**config.mk**
```make
export PLATFORM = sky130hd
export DESIGN_NAME = svt_link_receiver
export DESIGN_NICKNAME = d
export VERILOG_FILES = /design/src/rtl/svt_link_pkg.sv /design/src/rtl/svt_rx_fifo_mem.sv /design/src/rtl/svt_link_receiver.sv
export SDC_FILE = /design/constraint.sdc
export NUM_CORES = 1
export LEC_CHECK = 0
export BUFFER_PORTS_ARGS = -buffer_cell sky130_fd_sc_hd__buf_2
export CORE_ASPECT_RATIO = 0.75
export CORE_MARGIN = 1
export CORE_UTILIZATION = 50
export DETAILED_ROUTE_END_ITERATION = 8
export PLACE_DENSITY = 0.67
export SLEW_MARGIN = 25
export SYNTH_ARGS = -nofsm -noshare
export SYNTH_HDL_FRONTEND = slang
export SYNTH_SLANG_ARGS = --single-unit
```
**constraint.sdc**
```tcl
create_clock -name CLOCK -period 6.88 [get_ports CLOCK]
set_input_delay 1.032 -clock CLOCK [delete_from_list [all_inputs] [get_ports CLOCK]]
set_output_delay 1.032 -clock CLOCK [all_outputs]
set_load 0.01 [all_outputs]
```
**src/rtl/svt_link_pkg.sv**
```systemverilog
// Shared definitions for the SVT link receiver: default word width,
// event counter width and the stored word layout.
package svt_link_pkg;

  localparam int SVT_DATA_W = 21;
  localparam int SVT_EVT_W  = 16;

  typedef struct packed {
    logic [SVT_DATA_W-1:0] data;
    logic                  ee;
  } svt_word_t;

endpackage

```
**src/rtl/svt_rx_fifo_mem.sv**
```systemverilog
// Storage array, wrapping pointers and occupancy for the receiver FIFO.
// First-word-fall-through: the head word is read asynchronously.
module svt_rx_fifo_mem #(
  parameter int W     = 22,
  parameter int DEPTH = 16,
  localparam int AW   = $clog2(DEPTH)
) (
  input  logic          clk,
  input  logic          rst_n,
  input  logic          i_wr_en,
  input  logic [W-1:0]  i_wr_data,
  input  logic          i_rd_en,
  output logic [W-1:0]  o_rd_data,
  output logic [AW:0]   o_count
);

  logic [W-1:0]  r_mem [DEPTH];
  logic [AW-1:0] r_wr_ptr;
  logic [AW-1:0] r_rd_ptr;
  logic [AW:0]   r_count;

  // The array itself carries no reset; stale contents are never visible
  // because the caller qualifies the head word with occupancy.
  always_ff @(posedge clk) begin
    if (rst_n && i_wr_en) begin
      r_mem[r_wr_ptr] <= i_wr_data;
    end
  end

  always_ff @(posedge clk) begin
    if (!rst_n) begin
      r_wr_ptr <= '0;
      r_rd_ptr <= '0;
      r_count  <= '0;
    end else begin
      if (i_wr_en) begin
        r_wr_ptr <= r_wr_ptr + 1'b1;
      end
      if (i_rd_en) begin
        r_rd_ptr <= r_rd_ptr + 1'b1;
      end
      case ({i_wr_en, i_rd_en})
        2'b10:   r_count <= r_count + 1'b1;
        2'b01:   r_count <= r_count - 1'b1;
        default: r_count <= r_count;
      endcase
    end
  end

  assign o_rd_data = r_mem[r_rd_ptr];
  assign o_count   = r_count;

endmodule

```
**src/rtl/svt_link_receiver.sv**
```systemverilog
// SVT link receiver: registered input stage, FWFT FIFO, HOLD backpressure,
// sticky overflow, end-event counter. Parity check enabled by SVT_RX_PARITY_EN.
module svt_link_receiver
  import svt_link_pkg::*;
#(
  parameter int DATA_W      = SVT_DATA_W,
  parameter int DEPTH       = 16,
  parameter int HOLD_MARGIN = 4
) (
  input  logic                 CLOCK,
  input  logic                 RESET_N,
  input  logic                 IN_DS,
  input  logic [DATA_W-1:0]    IN_DATA,
  input  logic                 IN_EE,
`ifdef SVT_RX_PARITY_EN
  input  logic                 IN_PAR,
`endif
  output logic                 HOLD,
  output logic [DATA_W-1:0]    OUT_DATA,
  output logic                 OUT_EE,
  output logic                 OUT_VALID,
  input  logic                 OUT_READY,
  output logic                 OVERFLOW,
  output logic [SVT_EVT_W-1:0] EVT_CNT,
  output logic                 PAR_ERR
);

  localparam int AW         = $clog2(DEPTH);
  localparam int CNT_W      = AW + 1;
  localparam int HOLD_LEVEL = DEPTH - HOLD_MARGIN;

  logic                 r_in_ds;
  logic [DATA_W-1:0]    r_in_data;
  logic                 r_in_ee;
  logic                 r_hold;
  logic                 r_overflow;
  logic [SVT_EVT_W-1:0] r_evt_cnt;

  logic [CNT_W-1:0]     w_count;
  logic [DATA_W:0]      w_rd_word;
  logic                 w_valid;
  logic                 w_full;
  logic                 w_pop;
  logic                 w_push;
  logic                 w_drop;

  assign w_valid = (w_count != '0);
  assign w_full  = (w_count == CNT_W'(DEPTH));
  assign w_pop   = w_valid & OUT_READY;
  // A staged word still fits into a full FIFO when the head leaves on the same edge.
  assign w_push  = r_in_ds & (~w_full | w_pop);
  assign w_drop  = r_in_ds & w_full & ~w_pop;

  svt_rx_fifo_mem #(
    .W     (DATA_W + 1),
    .DEPTH (DEPTH)
  ) u_mem (
    .clk       (CLOCK),
    .rst_n     (RESET_N),
    .i_wr_en   (w_push),
    .i_wr_data ({r_in_data, r_in_ee}),
    .i_rd_en   (w_pop),
    .o_rd_data (w_rd_word),
    .o_count   (w_count)
  );

  always_ff @(posedge CLOCK) begin
    if (!RESET_N) begin
      r_in_ds    <= 1'b0;
      r_in_data  <= '0;
      r_in_ee    <= 1'b0;
      r_hold     <= 1'b0;
      r_overflow <= 1'b0;
      r_evt_cnt  <= '0;
    end else begin
      r_in_ds   <= IN_DS;
      r_in_data <= IN_DATA;
      r_in_ee   <= IN_EE;
      r_hold    <= (w_count >= CNT_W'(HOLD_LEVEL));
      if (w_drop) begin
        r_overflow <= 1'b1;
      end
      if (w_push && r_in_ee) begin
        r_evt_cnt <= r_evt_cnt + 1'b1;
      end
    end
  end

`ifdef SVT_RX_PARITY_EN
  logic r_par_err;

  // Even parity: data, EE and parity bit together must XOR to zero.
  always_ff @(posedge CLOCK) begin
    if (!RESET_N) begin
      r_par_err <= 1'b0;
    end else if (IN_DS && (^{IN_DATA, IN_EE, IN_PAR})) begin
      r_par_err <= 1'b1;
    end
  end

  assign PAR_ERR = r_par_err;
`else
  assign PAR_ERR = 1'b0;
`endif

  assign HOLD      = r_hold;
  assign OUT_VALID = w_valid;
  assign OUT_DATA  = w_valid ? w_rd_word[DATA_W:1] : '0;
  assign OUT_EE    = w_valid & w_rd_word[0];
  assign OVERFLOW  = r_overflow;
  assign EVT_CNT   = r_evt_cnt;

endmodule

```
# Word level (Yosys, flattened, before mapping)
# Memories as Yosys holds them, arrays and structs flattened. A register that Yosys moved wholly into a read port is not among the register bits.
# Cells that the tools add are included.
# word_totals
reg_bits,54
ramBits,352
inputBits,26
output_inout_bits,42
mem_count,1
# memory_table
name,depth,width,rd,rd_ports_with_merged_regs,wr,line,source
u_mem.r_mem,16,22,1,1,1,svt_rx_fifo_mem.sv:17,logic [W-1:0] r_mem [DEPTH];
# op_classes
n_addsub,5
order_cmp,1
eq_ne,3
muxes,6
bitwise_logic,8
n_reduce_logical,4
# ops
cell,count
$mux 21,1
$add 16x1->16 const B,1
$pmux 5 s2,1
$add 4x1->4 const B,2
$mux 4,2
$add 5x1->5 const B,1
$and 1x1->1,5
$eq 5x5->1 const B,1
$ge 5x4->1 const B,1
$reduce_bool 5->1,1
$sub 5x1->5 const B,1
$eq 2x1->1 const B,1
$eq 2x2->1 const B,1
$logic_and 1x1->1,2
$mux 1,2
$not 1->1,2
$reduce_bool 2->1,1
$or 1x1->1,1

# Logic depth before layout (Yosys ltp)
# depth
ltp_word,7
depth_mapped,9

# Cells and area by module
# From an unflattened synthesis, not the netlist that was laid out.
# unflattened
hier_cells,825
area_unflattened_um2,15890.2
# modules_own_cells
module,n_inst,cells_each,area_each_um2,seq_area_each_um2
svt_rx_fifo_mem,1,646,14238.7,10910.5
svt_link_receiver,1,179,1651.6,820.8

# Worst setup path before layout
# No wires, ideal clock.
# synth_path
kind,in2reg
from,in RESET_N
to,mem u_mem.r_mem[0][0] (enable)
setup_time_ns,0.401
arrival_ns,2.877
t_required_ns,6.479
setup_slack_ns,3.602
cell_stages,4
path_buffers,1
path_cell_list,clkbuf_1 clkinv_1 or3_1 nor2_1
# synth_via
elab_chain_cells,3
# synth_lines
item,line,source
from (decl),svt_link_receiver.sv:11,"input logic RESET_N,"
$logic_and 1x1->1,svt_rx_fifo_mem.sv:25,if (rst_n && i_wr_en) begin
$mux 1,svt_rx_fifo_mem.sv:25,
$mux 1 (implied by the code),svt_rx_fifo_mem.sv:26,r_mem[r_wr_ptr] <= i_wr_data;
to (decl),svt_rx_fifo_mem.sv:17,
# Every way passes these cells.

==> metrics.cfg <==
[clock_network]
cts_setup_buffers=0
hold_buffers=0
clockBufferDepth=3
clkTransAtPathRegs_ps=60
cts-root-buf=clkbuf_16
numCtsBuffers=40
post_cts_resized=0
cts_sinks=410
worstSkewPairLatency_ps=530
htree_levels=2
cts_tree=built

[synth]
yosysWarnings=0
synth_cell_types=45
synth_fa_ha_area_share_pct=0.640
synth-simple-area-share_pct=3.57
synthesis.nets=825
ys_async_sr_fraction_pct=0
synth_top_family_by_area=multiplexers
synth-seq-cells=410
syn_area_mm2=0.0156
synth_compound_area_share_pct=2.85
synth_flop_cell=edfxtp_1
synth_mux_area_share_pct=16.0
syn_area_per_cell_um2=19.8
synth_edf_count=352
synthCells=791
synth_xor_area_share_pct=0.672
ys_seq_area_share_pct=75.0

[worst_setup_path]
r2r_slack_ps=3810
path_cells=buf_4 -> mux4_2 -> mux2i_1 -> o22ai_1 -> buf_2
critPathRequiredTime_ps=5850
r2r-start=u_mem.o_count[2]
end_kind=output port
reg2reg_depth=5
slowest_stage=dfxtp_4
worstSetupStartpointType=flip-flop
worstSetupPathType=flip-flop to output port
crit_family=buffers and inverters
reg2reg_to=u_mem.r_mem[14][9]
path_buf_inv=2
crit_path_max_fanout=31
critPathArrivalTime_ps=3040
slowest_delay_ps=700

[timing]
setup_viol=0
fin_ws_ps=2810
finalCriticalPeriod_ps=4070
finClkSkew_ps=16.8
setup_tns_ps=0
drv_slew=0
worst_pin_slew_ps=947
fmax_ghz=0.246
period_share_pct=59.2
slew_headroom_pct=36.8
hold_violations=0
rsz0062_at_grt=no

[worst_hold_path]
hp-class=flip-flop to flip-flop
hp-start=EVT_CNT[15]
min_to=EVT_CNT[15]
holdPathStages=2

[final_layout]
syn_to_final_growth_pct=13.2
nNetsFinal=911
fillCellCount=2231
seqCellArea_mm2=0.0117
drive_above_1_share_pct=27.5
n_antenna_cell=0
multi_input_comb_area_mm2=0.00378
final_cell_mix=edfxtp_1 (352), mux4_2 (88), buf_2 (66)
mostFrequentLayoutCell=edfxtp_1

[global_routing]
grt_pass1_wl_um=46300
grt_overflow=0
grt_pass1_vias=7623
antenna_found_initial=0
grt_max_degree=49
track_usage_pct=19.9

[floorplanning]
ios=68
die_h_um=155
rows=55
initial_core_util_pct=51.3
die_w_um=206
die_area_mm2=0.0320
core_mm2=0.0305

[routing]
avgRoutedWirePerCell_um=23.4
viasPerCell=5.72
route.detailed.drc=4
drt_iter0_markers=668
drt-pass1-iter-count=7
vias=7462
ant_nets=0
wl_um=30600

[power_and_ir_drop]
finalPower_mw=5.86
vdd_drop_max_mv=0.207
power.density_mw_per_mm2=331
p_leak_nw=5.68

[run]
max_cap_viol_count=0

[place]
io_buffers=66
dp_hpwl_um=17400
place_congestion=0.728
dpl_worst_slack_ps=2790

[status]
violations=DRC
outcome=finished, violations left

where the power goes:
group	internal, mW	switching, mW
clock network	1.15	0.870
logic	0.490	0.496
registers	2.74	0.117
state kept, by name, summed over array words and instances, names as in the netlist, named ones only:
| name | count |
|---|---|
| u_mem.r_wr_ptr | 4 |
| u_mem.r_mem | 352 |
| r_in_ds | 1 |
| u_mem.o_count | 5 |
| HOLD | 1 |
| r_in_data | 21 |
| r_in_ee | 1 |
| EVT_CNT | 16 |
| OVERFLOW | 1 |
| u_mem.r_rd_ptr | 4 |
synthesized netlist by cell type (all sizes together), types with 4 or more instances:
cell type  count  area (µm²)
edfxtp       352       10600
mux4          88        1980
dfxtp         58        1160
mux2i         51         523
nor2          34         128
and2          23         144
buf           22         110
o22ai         22         138
clkbuf        19        71.3
a21oi         16        83.8
nand2         13        48.8
xor2          11        96.3
or3           10        62.6
o21ai          9        45.0
ha             8         100
o211ai         8        65.1
nand2b         5        31.3
nand3          5        25.0
o21a           5        37.5
and4           4        35.0
inv            4        15.0
how the worst max path moves through the flow:
stage                          to  cells after the start  slack [ps]       from
2_1_floorplan   u_mem.r_mem[0][0]                      4        3600    RESET_N
3_3_place_gp   u_mem.r_mem[2][12]                      5        2560    RESET_N
3_5_place_dp   u_mem.r_mem[3][12]                      5        2790    RESET_N
4_1_cts               OUT_DATA[5]                      5        2700  flip-flop
5_1_grt               OUT_DATA[5]                      5        2560  flip-flop
6_report              OUT_DATA[5]                      5        2810  flip-flop
worst register-to-register path, delay by kind of cell, from the launching register on:
family | cells | cell delay [ps]
buf+inv | 1 | 410
simple gates | 3 | 1510
compound gates | 1 | 380
flops | 1 | 450
area by class of cell:
| class | instances | share of cell area [%] |
|---|---|---|
| clock inverters | 15 | 0.593 |
| clock buffers | 56 | 6.19 |
| well taps | 399 | 2.82 |
| repair buffers | 85 | 2.67 |
| multi-input cells | 335 | 21.3 |
| inverters | 5 | 0.106 |
| flip-flops and latches | 410 | 66.3 |
metrics by stage:
step | utilization, % | hold WS, ps | cells | instance area (µm²)
finish | 58.1 | 478 | 1305 | 17700
global route | 58.1 | 530 | 1305 | 17700
CTS | 58.1 | 483 | 1305 | 17700
detailed placement | 54.2 | 470 | 1234 | 16500
global placement | 54.1 | 468 | 1234 | 16500
floorplan | - | 471 | 791 | 15600
cell families (layout without fill, tap and decap cells):
group	Yosys count	in the layout
buffers and inverters	46	161
other	1	1
adders and majority gates	8	8
xor gates and xnor gates	12	12
muxes	139	139
AOI/OAI and AO/OA	68	68
and+or+nand+nor	107	107
DFF	410	410
metal layers:
| layer | share of wire [%] | routed length, µm | track usage, % |
|---|---|---|---|
| met5 | 0 | 0 | 0 |
| met4 | 1.5 | 473 | 4.87 |
| met3 | 4.8 | 1470 | 3.39 |
| met2 | 47 | 14400 | 31.0 |
| met1 | 46 | 14200 | 29.4 |
(Power assumes the default switching activity.)
